$ cat config.mk
export PLATFORM = sky130hd
export DESIGN_NAME = l2_cache_ctrl_nway
export DESIGN_NICKNAME = d
export VERILOG_FILES = /design/src/rtl/l2_cache_ctrl_nway.sv
export SDC_FILE = /design/constraint.sdc
export NUM_CORES = 1
export LEC_CHECK = 0
export CORE_MARGIN = 5
export CORE_UTILIZATION = 37
export DETAILED_ROUTE_END_ITERATION = 10
export GPL_TIMING_DRIVEN = 0
export HOLD_SLACK_MARGIN = 0.08
export MAX_ROUTING_LAYER = met4
export PLACE_DENSITY = 0.79
export SLEW_MARGIN = 20
export SYNTH_ARGS = -nofsm -noshare
export SYNTH_HDL_FRONTEND = slang
export SYNTH_SLANG_ARGS = --single-unit
export TNS_END_PERCENT = 100
$ cat constraint.sdc
create_clock -name i_clk -period 2.5 [get_ports i_clk]
set_clock_uncertainty 0.05 [all_clocks]
set_input_delay 0.5 -clock i_clk [delete_from_list [all_inputs] [get_ports i_clk]]
set_output_delay 0.5 -clock i_clk [all_outputs]
set_load 0.02 [all_outputs]
$ cat src/rtl/l2_cache_ctrl_nway.sv
// WAYS-way set-associative write-back/write-allocate L2 control FSM.
// Optional hit/miss/write-back counters are enabled by defining L2_PERF_CNT_EN.
module l2_cache_ctrl_nway #(
  parameter  int WAYS  = 4,
  localparam int WAY_W = $clog2(WAYS)
) (
  input  logic             i_clk,
  input  logic             i_rst_n,
  input  logic             i_mem_read,
  input  logic             i_mem_write,
  output logic             o_mem_resp,
  input  logic             i_hit,
  input  logic [WAYS-1:0]  i_hit_way,
  input  logic [WAYS-1:0]  i_valid_vec,
  input  logic [WAYS-1:0]  i_dirty_vec,
  input  logic [WAY_W-1:0] i_lru_victim,
  output logic [WAYS-1:0]  o_load_data,
  output logic [WAYS-1:0]  o_load_tag,
  output logic [WAYS-1:0]  o_load_valid,
  output logic [WAYS-1:0]  o_load_dirty,
  output logic             o_dirty_in,
  output logic             o_fill_sel,
  output logic [WAY_W-1:0] o_wb_sel,
  output logic             o_addr_sel,
  output logic             o_load_lru,
  output logic [WAY_W-1:0] o_lru_way,
  output logic             o_pmem_read,
  output logic             o_pmem_write,
  input  logic             i_pmem_resp,
  output logic             o_busy
`ifdef L2_PERF_CNT_EN
  ,
  output logic [31:0]      o_hit_cnt,
  output logic [31:0]      o_miss_cnt,
  output logic [31:0]      o_wb_cnt
`endif
);

  typedef enum logic [1:0] {IDLE, WRITEBACK, FILL, ALLOCATE} state_t;

  state_t           r_state;
  logic [WAY_W-1:0] r_victim;
  logic [WAY_W-1:0] r_wb_sel;
  logic             r_pmem_read;
  logic             r_pmem_write;
  logic             r_addr_sel;
  logic             r_busy;
  logic             r_alloc;

  logic             w_req;
  logic             w_hit_act;
  logic             w_hit_wr;
  logic             w_miss;
  logic [WAY_W-1:0] w_victim;
  logic [WAY_W-1:0] w_hit_idx;
  logic [WAYS-1:0]  w_victim_oh;
  logic [WAYS-1:0]  w_alloc_vec;
  logic [WAYS-1:0]  w_hit_vec;

  assign w_req     = i_mem_read | i_mem_write;
  assign w_hit_act = i_rst_n & (r_state == IDLE) & w_req & i_hit;
  assign w_hit_wr  = w_hit_act & i_mem_write;
  assign w_miss    = (r_state == IDLE) & w_req & ~i_hit;

  // Lowest invalid way wins; fall back to the replacement unit only when the set is full.
  always_comb begin
    w_victim = i_lru_victim;
    for (int i = WAYS - 1; i >= 0; i--) begin
      if (!i_valid_vec[i]) w_victim = WAY_W'(i);
    end
  end

  always_comb begin
    w_hit_idx = '0;
    for (int i = 0; i < WAYS; i++) begin
      if (i_hit_way[i]) w_hit_idx = w_hit_idx | WAY_W'(i);
    end
  end

  assign w_victim_oh = WAYS'(1) << r_victim;
  assign w_alloc_vec = r_alloc  ? w_victim_oh : '0;
  assign w_hit_vec   = w_hit_wr ? i_hit_way   : '0;

  assign o_mem_resp   = w_hit_act;
  assign o_load_lru   = w_hit_act;
  assign o_lru_way    = w_hit_act ? w_hit_idx : '0;
  assign o_load_data  = w_hit_vec | w_alloc_vec;
  assign o_load_dirty = w_hit_vec | w_alloc_vec;
  assign o_load_tag   = w_alloc_vec;
  assign o_load_valid = w_alloc_vec;
  assign o_dirty_in   = w_hit_wr;
  assign o_fill_sel   = w_hit_wr;
  assign o_pmem_read  = r_pmem_read;
  assign o_pmem_write = r_pmem_write;
  assign o_addr_sel   = r_addr_sel;
  assign o_wb_sel     = r_wb_sel;
  assign o_busy       = r_busy;

  // Miss-side outputs are registered alongside the state so they follow it exactly.
  always_ff @(posedge i_clk) begin
    if (!i_rst_n) begin
      r_state      <= IDLE;
      r_victim     <= '0;
      r_wb_sel     <= '0;
      r_pmem_read  <= 1'b0;
      r_pmem_write <= 1'b0;
      r_addr_sel   <= 1'b0;
      r_busy       <= 1'b0;
      r_alloc      <= 1'b0;
    end else begin
      case (r_state)
        IDLE: begin
          if (w_miss) begin
            r_victim <= w_victim;
            r_busy   <= 1'b1;
            if (i_valid_vec[w_victim] && i_dirty_vec[w_victim]) begin
              r_state      <= WRITEBACK;
              r_pmem_write <= 1'b1;
              r_addr_sel   <= 1'b1;
              r_wb_sel     <= w_victim;
            end else begin
              r_state     <= FILL;
              r_pmem_read <= 1'b1;
            end
          end
        end
        WRITEBACK: begin
          if (i_pmem_resp) begin
            r_state      <= FILL;
            r_pmem_write <= 1'b0;
            r_addr_sel   <= 1'b0;
            r_wb_sel     <= '0;
            r_pmem_read  <= 1'b1;
          end
        end
        FILL: begin
          if (i_pmem_resp) begin
            r_state     <= ALLOCATE;
            r_pmem_read <= 1'b0;
            r_alloc     <= 1'b1;
          end
        end
        ALLOCATE: begin
          r_state <= IDLE;
          r_alloc <= 1'b0;
          r_busy  <= 1'b0;
        end
        default: begin
          r_state <= IDLE;
        end
      endcase
    end
  end

`ifdef L2_PERF_CNT_EN
  logic [31:0] r_hit_cnt;
  logic [31:0] r_miss_cnt;
  logic [31:0] r_wb_cnt;

  // Counters stick at all-ones instead of wrapping.
  always_ff @(posedge i_clk) begin
    if (!i_rst_n) begin
      r_hit_cnt  <= '0;
      r_miss_cnt <= '0;
      r_wb_cnt   <= '0;
    end else begin
      if (w_hit_act && (r_hit_cnt != '1)) r_hit_cnt <= r_hit_cnt + 32'd1;
      if (w_miss && (r_miss_cnt != '1)) r_miss_cnt <= r_miss_cnt + 32'd1;
      if ((r_state == WRITEBACK) && i_pmem_resp && (r_wb_cnt != '1)) r_wb_cnt <= r_wb_cnt + 32'd1;
    end
  end

  assign o_hit_cnt  = r_hit_cnt;
  assign o_miss_cnt = r_miss_cnt;
  assign o_wb_cnt   = r_wb_cnt;
`endif

endmodule

-- After elaboration in Yosys (flattened, before gate mapping)
Index checks and enable logic that the tools add are counted.
- output and inout bits: 28
- input port bits: 20
- word-level logic and storage cells: 72
- register bits after elaboration: 10
- mux-type cells: 34
- shift-type cells: 1
- bitwise logic cells: 9
- order comparisons: 1
- reductions and logical operators: 12
- equal/unequal tests: 8
- operator list (cell ; count):
    2-bit 2-to-1 mux ; 14
    1-bit 2-to-1 mux ; 10
    4-bit 2-to-1 mux ; 2
    2-bit != test, second input constant ; 4
    2-bit one-hot mux with 4 select lines ; 1
    1-bit AND ; 6
    1-bit one-hot mux with 2 select lines ; 3
    2-bit AND reduction ; 3
    2-bit nonzero test ; 3
    5-bit AND reduction ; 1
    1-bit binary-select mux with 2-bit select ; 2
    2-bit == test, second input constant ; 2
    4-bit bitwise OR ; 1
    2-bit one-hot mux with 2 select lines ; 1
    4-bit AND reduction ; 1
    1-bit by 2-bit << shifter with 4-bit output, first input constant ; 1
    2-bit by 3-bit less-than comparator with 1-bit output, second input constant ; 1
    1-bit one-hot mux with 3 select lines ; 1
    3-bit AND reduction ; 1
    3-bit nonzero test ; 1
    2-bit by 1-bit == test with 1-bit output, second input constant ; 1
    2-bit logical NOT ; 1
    2-bit by 1-bit != test with 1-bit output, second input constant ; 1
    1-bit logical AND ; 1
    2 further kinds ; 2

-- Longest topological paths before layout
- depth after elaboration: 10
- gate-level depth with buffers: 8
- mapped depth without buffers: 7

-- Least setup slack after synthesis
Ideal clock, no wire load.
- kind: register to output
- start point: register r_state[0]
- end point: output o_load_dirty[0]
- arrival: 1954 ps
- path slack: -4 ps
- cell stages (with the launch flop): 9
- buffers on the path: 2
- required time: 1950 ps
- cell sequence: dfxtp_1 -> inv_1 -> ha_1 -> o2111ai_1 -> inv_1 -> and2_1 -> clkbuf_1 -> a21o_1 -> buf_4
- longest elaborated chain between the ends: 7
- ends and longest elaborated chain (item ; RTL line ; RTL):
    start, declared ; 41 ; state_t r_state;
    start signal, assigned ; 102 ; r_state <= IDLE;
    start signal, assigned ; 117 ; r_state <= WRITEBACK;
    start signal, assigned ; 122 ; r_state <= FILL;
    2-bit logical NOT ; 61 ; assign w_hit_act = i_rst_n & (r_state == IDLE) & w_req & i_hit;
    1-bit AND (3 in series) ; 61 ;
    named net o_load_lru ; 25 ; output logic o_load_lru,
    1-bit AND ; 62 ; assign w_hit_wr = w_hit_act & i_mem_write;
    named net o_dirty_in ; 21 ; output logic o_dirty_in,
    4-bit 2-to-1 mux ; 82 ; assign w_hit_vec = w_hit_wr ? i_hit_way : '0;
    4-bit bitwise OR ; - ;
    end, declared ; 20 ; output logic [WAYS-1:0] o_load_dirty,
The timed path passes the listed nets, and every way through them passes these cells.

-- Worst setup path after layout
- start point: input i_mem_read
- end point: output o_lru_way[1]
- longest elaborated chain between the ends: 4
- ends and longest elaborated chain (item ; RTL line ; RTL):
    start, declared ; 9 ; input logic i_mem_read,
    1-bit bitwise OR ; 60 ; assign w_req = i_mem_read | i_mem_write;
    1-bit AND (2 in series) ; 61 ;
    2-bit 2-to-1 mux ; 86 ; assign o_lru_way = w_hit_act ? w_hit_idx : '0;
    end, declared ; 26 ; output logic [WAY_W-1:0] o_lru_way,
Every way passes these cells.

==> run_summary.xml <==
<?xml version="1.0" encoding="UTF-8"?>
<metrics>
  <group name="grt">
    <metric name="number_of_antenna_violations_at_the_first_check_in_global_routing" unit="">0</metric>
    <metric name="grt_max_degree" unit="">11</metric>
    <metric name="grt_first_pass_wirelength" unit="um">4110</metric>
    <metric name="grt-ovfl-total" unit="">0</metric>
    <metric name="grt.total_usage" unit="">0.159</metric>
    <metric name="grt_pass1_vias" unit="">976</metric>
  </group>
  <group name="sta">
    <metric name="fmax" unit="MHz">409</metric>
    <metric name="total_count_of_hold_check_failures_in_the_final_report" unit="">0</metric>
    <metric name="fin_worst_hold_slack" unit="ps">419</metric>
    <metric name="period_share" unit="">0.978</metric>
    <metric name="slew_violations" unit="">0</metric>
    <metric name="period_needed" unit="ps">2450</metric>
    <metric name="timing.final.setup_violations" unit="">0</metric>
    <metric name="worst_slew_pin_slew" unit="ps">497</metric>
    <metric name="rsz0062_at_grt" unit="">false</metric>
    <metric name="worst_slew_margin_rel" unit="">0.665</metric>
  </group>
  <group name="synthesis">
    <metric name="synth_top_area_frac" unit="">0.241</metric>
    <metric name="synthCells" unit="">111</metric>
    <metric name="synth-edff-count" unit="">0</metric>
    <metric name="syn_avg_cell_area" unit="um^2">7.48</metric>
    <metric name="synth.cells.most_frequent" unit="">sky130_fd_sc_hd__nor2_1, sky130_fd_sc_hd__buf_4, sky130_fd_sc_hd__nand2_1</metric>
    <metric name="yosysWarnings" unit="">0</metric>
    <metric name="yosysMostFrequentCell" unit="">sky130_fd_sc_hd__nor2_1</metric>
    <metric name="synth.lib_cells_used.distinct" unit="">35</metric>
    <metric name="ys_seq_elements" unit="">10</metric>
    <metric name="ys_dominant_reg_cell" unit="">sky130_fd_sc_hd__dfxtp_1</metric>
    <metric name="yosys.area.top_type" unit="">sky130_fd_sc_hd__dfxtp_1</metric>
    <metric name="post_synth_main_area_contributors" unit="">sky130_fd_sc_hd__dfxtp_1, sky130_fd_sc_hd__buf_4, sky130_fd_sc_hd__nor2_1, sky130_fd_sc_hd__ha_1, sky130_fd_sc_hd__nand2_1</metric>
    <metric name="yosysSeqAreaShare" unit="">0.241</metric>
    <metric name="postSynthNetCount" unit="">136</metric>
    <metric name="postSynth.asyncResetShare" unit="">0</metric>
    <metric name="synth.cell_area" unit="um^2">831</metric>
  </group>
  <group name="critical_path">
    <metric name="timing.critical_path.fanout_max" unit="">2</metric>
    <metric name="critPathMostFrequentCell" unit="">sky130_fd_sc_hd__buf_4</metric>
    <metric name="critical_path.slowest_cell" unit="">sky130_fd_sc_hd__clkdlybuf4s50_1</metric>
    <metric name="cp-end-kind" unit="">output pin</metric>
    <metric name="worst_endpoint_required_time" unit="ps">1950</metric>
    <metric name="max_stage_delay" unit="ps">490</metric>
    <metric name="critical_path.cell_chain" unit="">clkdlybuf4s50_1, o2111ai_2, buf_4, buf_4, nor2_1, dlygate4sd2_1</metric>
    <metric name="worst-endpoint-arrival" unit="ps">1900</metric>
    <metric name="crit_type" unit="">in -&gt; out</metric>
    <metric name="element_type_at_the_critical_path_start" unit="">primary input</metric>
  </group>
  <group name="floorplan">
    <metric name="core-area" unit="um^2">2170</metric>
    <metric name="fp.dieH" unit="um">57.4</metric>
    <metric name="io_pins" unit="">48</metric>
    <metric name="initial_utilization" unit="">0.383</metric>
    <metric name="die_x" unit="um">57.4</metric>
    <metric name="die-area" unit="um^2">3290</metric>
    <metric name="floorplan.rows" unit="">17</metric>
  </group>
  <group name="drt">
    <metric name="drt_wl_total" unit="um">2520</metric>
    <metric name="detail_route.wl_per_cell" unit="um">13.1</metric>
    <metric name="antenna_left" unit="">0</metric>
    <metric name="detailedRoute.firstPassIterationCount" unit="">4</metric>
    <metric name="routed_via_density" unit="">5.02</metric>
    <metric name="initialDrtViolationCount" unit="">10</metric>
    <metric name="detail_route.drc_violations" unit="">0</metric>
    <metric name="routed-via-count" unit="">963</metric>
  </group>
  <group name="power">
    <metric name="p_sw" unit="uW">368</metric>
    <metric name="sw_frac_of_total" unit="">0.415</metric>
    <metric name="clock_group_share_of_total_power" unit="">0.168</metric>
    <metric name="static-leakage-power" unit="nW">0.716</metric>
    <metric name="power_per_cell_area" unit="nW/um^2">645</metric>
    <metric name="cellInternalPower" unit="uW">519</metric>
    <metric name="reg_power_frac" unit="">0.247</metric>
    <metric name="pwr-share-comb" unit="">0.585</metric>
    <metric name="ir_drop" unit="V">0.000527</metric>
  </group>
  <group name="clocking">
    <metric name="numClockSinks" unit="">10</metric>
    <metric name="clock_insertion_delay_worst_skew" unit="ps">270</metric>
    <metric name="cts_hold_buffers" unit="">0</metric>
    <metric name="ctsRootBufferMaster" unit="">sky130_fd_sc_hd__clkbuf_4</metric>
    <metric name="cts.reportedPaths.clkPinSlew" unit="ps">70</metric>
    <metric name="tritoncts.num_buffers" unit="">3</metric>
    <metric name="cts_tree" unit="">yes</metric>
    <metric name="cts_max_path_buffers" unit="">2</metric>
    <metric name="cts_max_level" unit="">1</metric>
  </group>
  <group name="final_layout">
    <metric name="synthToLayoutAreaGrowth" unit="%">65.5</metric>
    <metric name="drive_above_1_share" unit="">0.232</metric>
    <metric name="antenna_cells_inserted" unit="">0</metric>
    <metric name="multi_input_comb_area" unit="um^2">531</metric>
    <metric name="final.fill_count" unit="">210</metric>
    <metric name="layout.nets" unit="">190</metric>
    <metric name="fin_util" unit="">0.634</metric>
    <metric name="ff_latch_area" unit="um^2">200</metric>
  </group>
  <group name="run">
    <metric name="max_cap_viol_count" unit="">0</metric>
  </group>
  <group name="placed_design">
    <metric name="gpl.final_weighted_congestion" unit="">0.819</metric>
    <metric name="dp_hpwl" unit="um">2090</metric>
    <metric name="place.port_buffers" unit="">46</metric>
  </group>
  <group name="worst_hold_path">
    <metric name="hold_path.class" unit="">reg -&gt; reg</metric>
  </group>
  <group name="outcome">
    <metric name="status" unit="">complete, no violations</metric>
  </group>
</metrics>
## metrics by stage
step	cells	power, mW	setup TNS [ps]	setup slack [ps]	area [um^2]
after floorplan	111	0.535	0	143	832
after global placement	185	0.695	-4730	-527	1330
after detailed placement	185	0.716	-5570	-592	1330
after CTS	190	0.868	0	1.31	1370
after global routing	192	0.954	0	4.68	1380
final	192	0.887	0	54.4	1380
## state kept, by name, summed over array words and instances, names as in the netlist
signal,count
r_state,2
o_pmem_read,1
o_addr_sel,1
o_busy,1
r_victim,2
o_wb_sel,2
r_alloc,1
## per-layer routing
metal	GRT usage	wire length, um	up-vias
met2	0.274	1160	44
met1	0.173	1050	436
met5	-	0	-
li1	-	-	479
met4	0.0596	38	0
met3	0.0407	267	4
## power by group through the flow
| stage | logic, mW | clock network [mW] | registers, mW |
|---|---|---|---|
| final | 0.519 | 0.149 | 0.219 |
| after global routing | 0.564 | 0.166 | 0.223 |
| after CTS | 0.496 | 0.154 | 0.219 |
| after detailed placement | 0.494 | 0 | 0.223 |
| after global placement | 0.476 | 0 | 0.219 |
| after floorplan | 0.303 | 0 | 0.233 |
## cell usage in the layout, fill, tap and decap left out, types with 2 or more instances in the layout
| cell | n |
|---|---|
| sky130_fd_sc_hd__a21oi_1 | 5 |
| sky130_fd_sc_hd__dfxtp_1 | 10 |
| sky130_fd_sc_hd__nand2_1 | 11 |
| sky130_fd_sc_hd__clkbuf_4 | 3 |
| sky130_fd_sc_hd__nor3_1 | 2 |
| sky130_fd_sc_hd__nor2_1 | 17 |
| sky130_fd_sc_hd__inv_2 | 2 |
| sky130_fd_sc_hd__dlygate4sd2_1 | 6 |
| sky130_fd_sc_hd__inv_1 | 6 |
| sky130_fd_sc_hd__mux2i_1 | 4 |
| sky130_fd_sc_hd__a21o_1 | 5 |
| sky130_fd_sc_hd__o21ai_1 | 7 |
| sky130_fd_sc_hd__ha_1 | 4 |
| sky130_fd_sc_hd__clkbuf_2 | 3 |
| sky130_fd_sc_hd__o21ai_0 | 2 |
| sky130_fd_sc_hd__dlymetal6s2s_1 | 2 |
| sky130_fd_sc_hd__buf_2 | 4 |
| sky130_fd_sc_hd__nand3_1 | 3 |
| sky130_fd_sc_hd__clkdlybuf4s50_1 | 30 |
| sky130_fd_sc_hd__buf_4 | 16 |
## timing repair
action,CTS,global route
pin swaps,1,1
buffers inserted,2,2
gates resized for setup,28,13
endpoints found under the setup margin,14,11
## cell families after synthesis
| group | count (synthesis) | share of synthesized area |
|---|---|---|
| AOI/OAI and AO/OA | 28 | 0.247 |
| and+or+nand+nor | 43 | 0.243 |
| DFF | 10 | 0.241 |
| adders and majority gates | 5 | 0.0753 |
| buffers and inverters | 21 | 0.146 |
| muxes | 4 | 0.0482 |
## layout make-up
cell class / instances / share of cell area
Buffer: 12 / 0.0637
Clock buffer: 4 / 0.0264
Inverter: 8 / 0.0218
Multi-Input combinational cell: 80 / 0.386
Sequential cell: 10 / 0.146
Tap cell: 28 / 0.0255
Timing Repair Buffer: 50 / 0.331
## worst max-delay path, delay by kind of cell
| kind | cells | cell delay [ps] |
|---|---|---|
| buf+inv | 4 | 1120 |
| compound gates | 1 | 160 |
| simple gates | 1 | 110 |
## worst paths after layout
check,startpoint,end,slack (ps),cells after the start
worst max register to register,r_state[0],r_victim[1],780,7
worst max-delay path,i_mem_read,o_lru_way[1],50,6
worst min-delay path,o_wb_sel[1],o_wb_sel[1],420,2
worst min register to register,o_wb_sel[1],o_wb_sel[1],420,2
(Power assumes the default switching activity.)
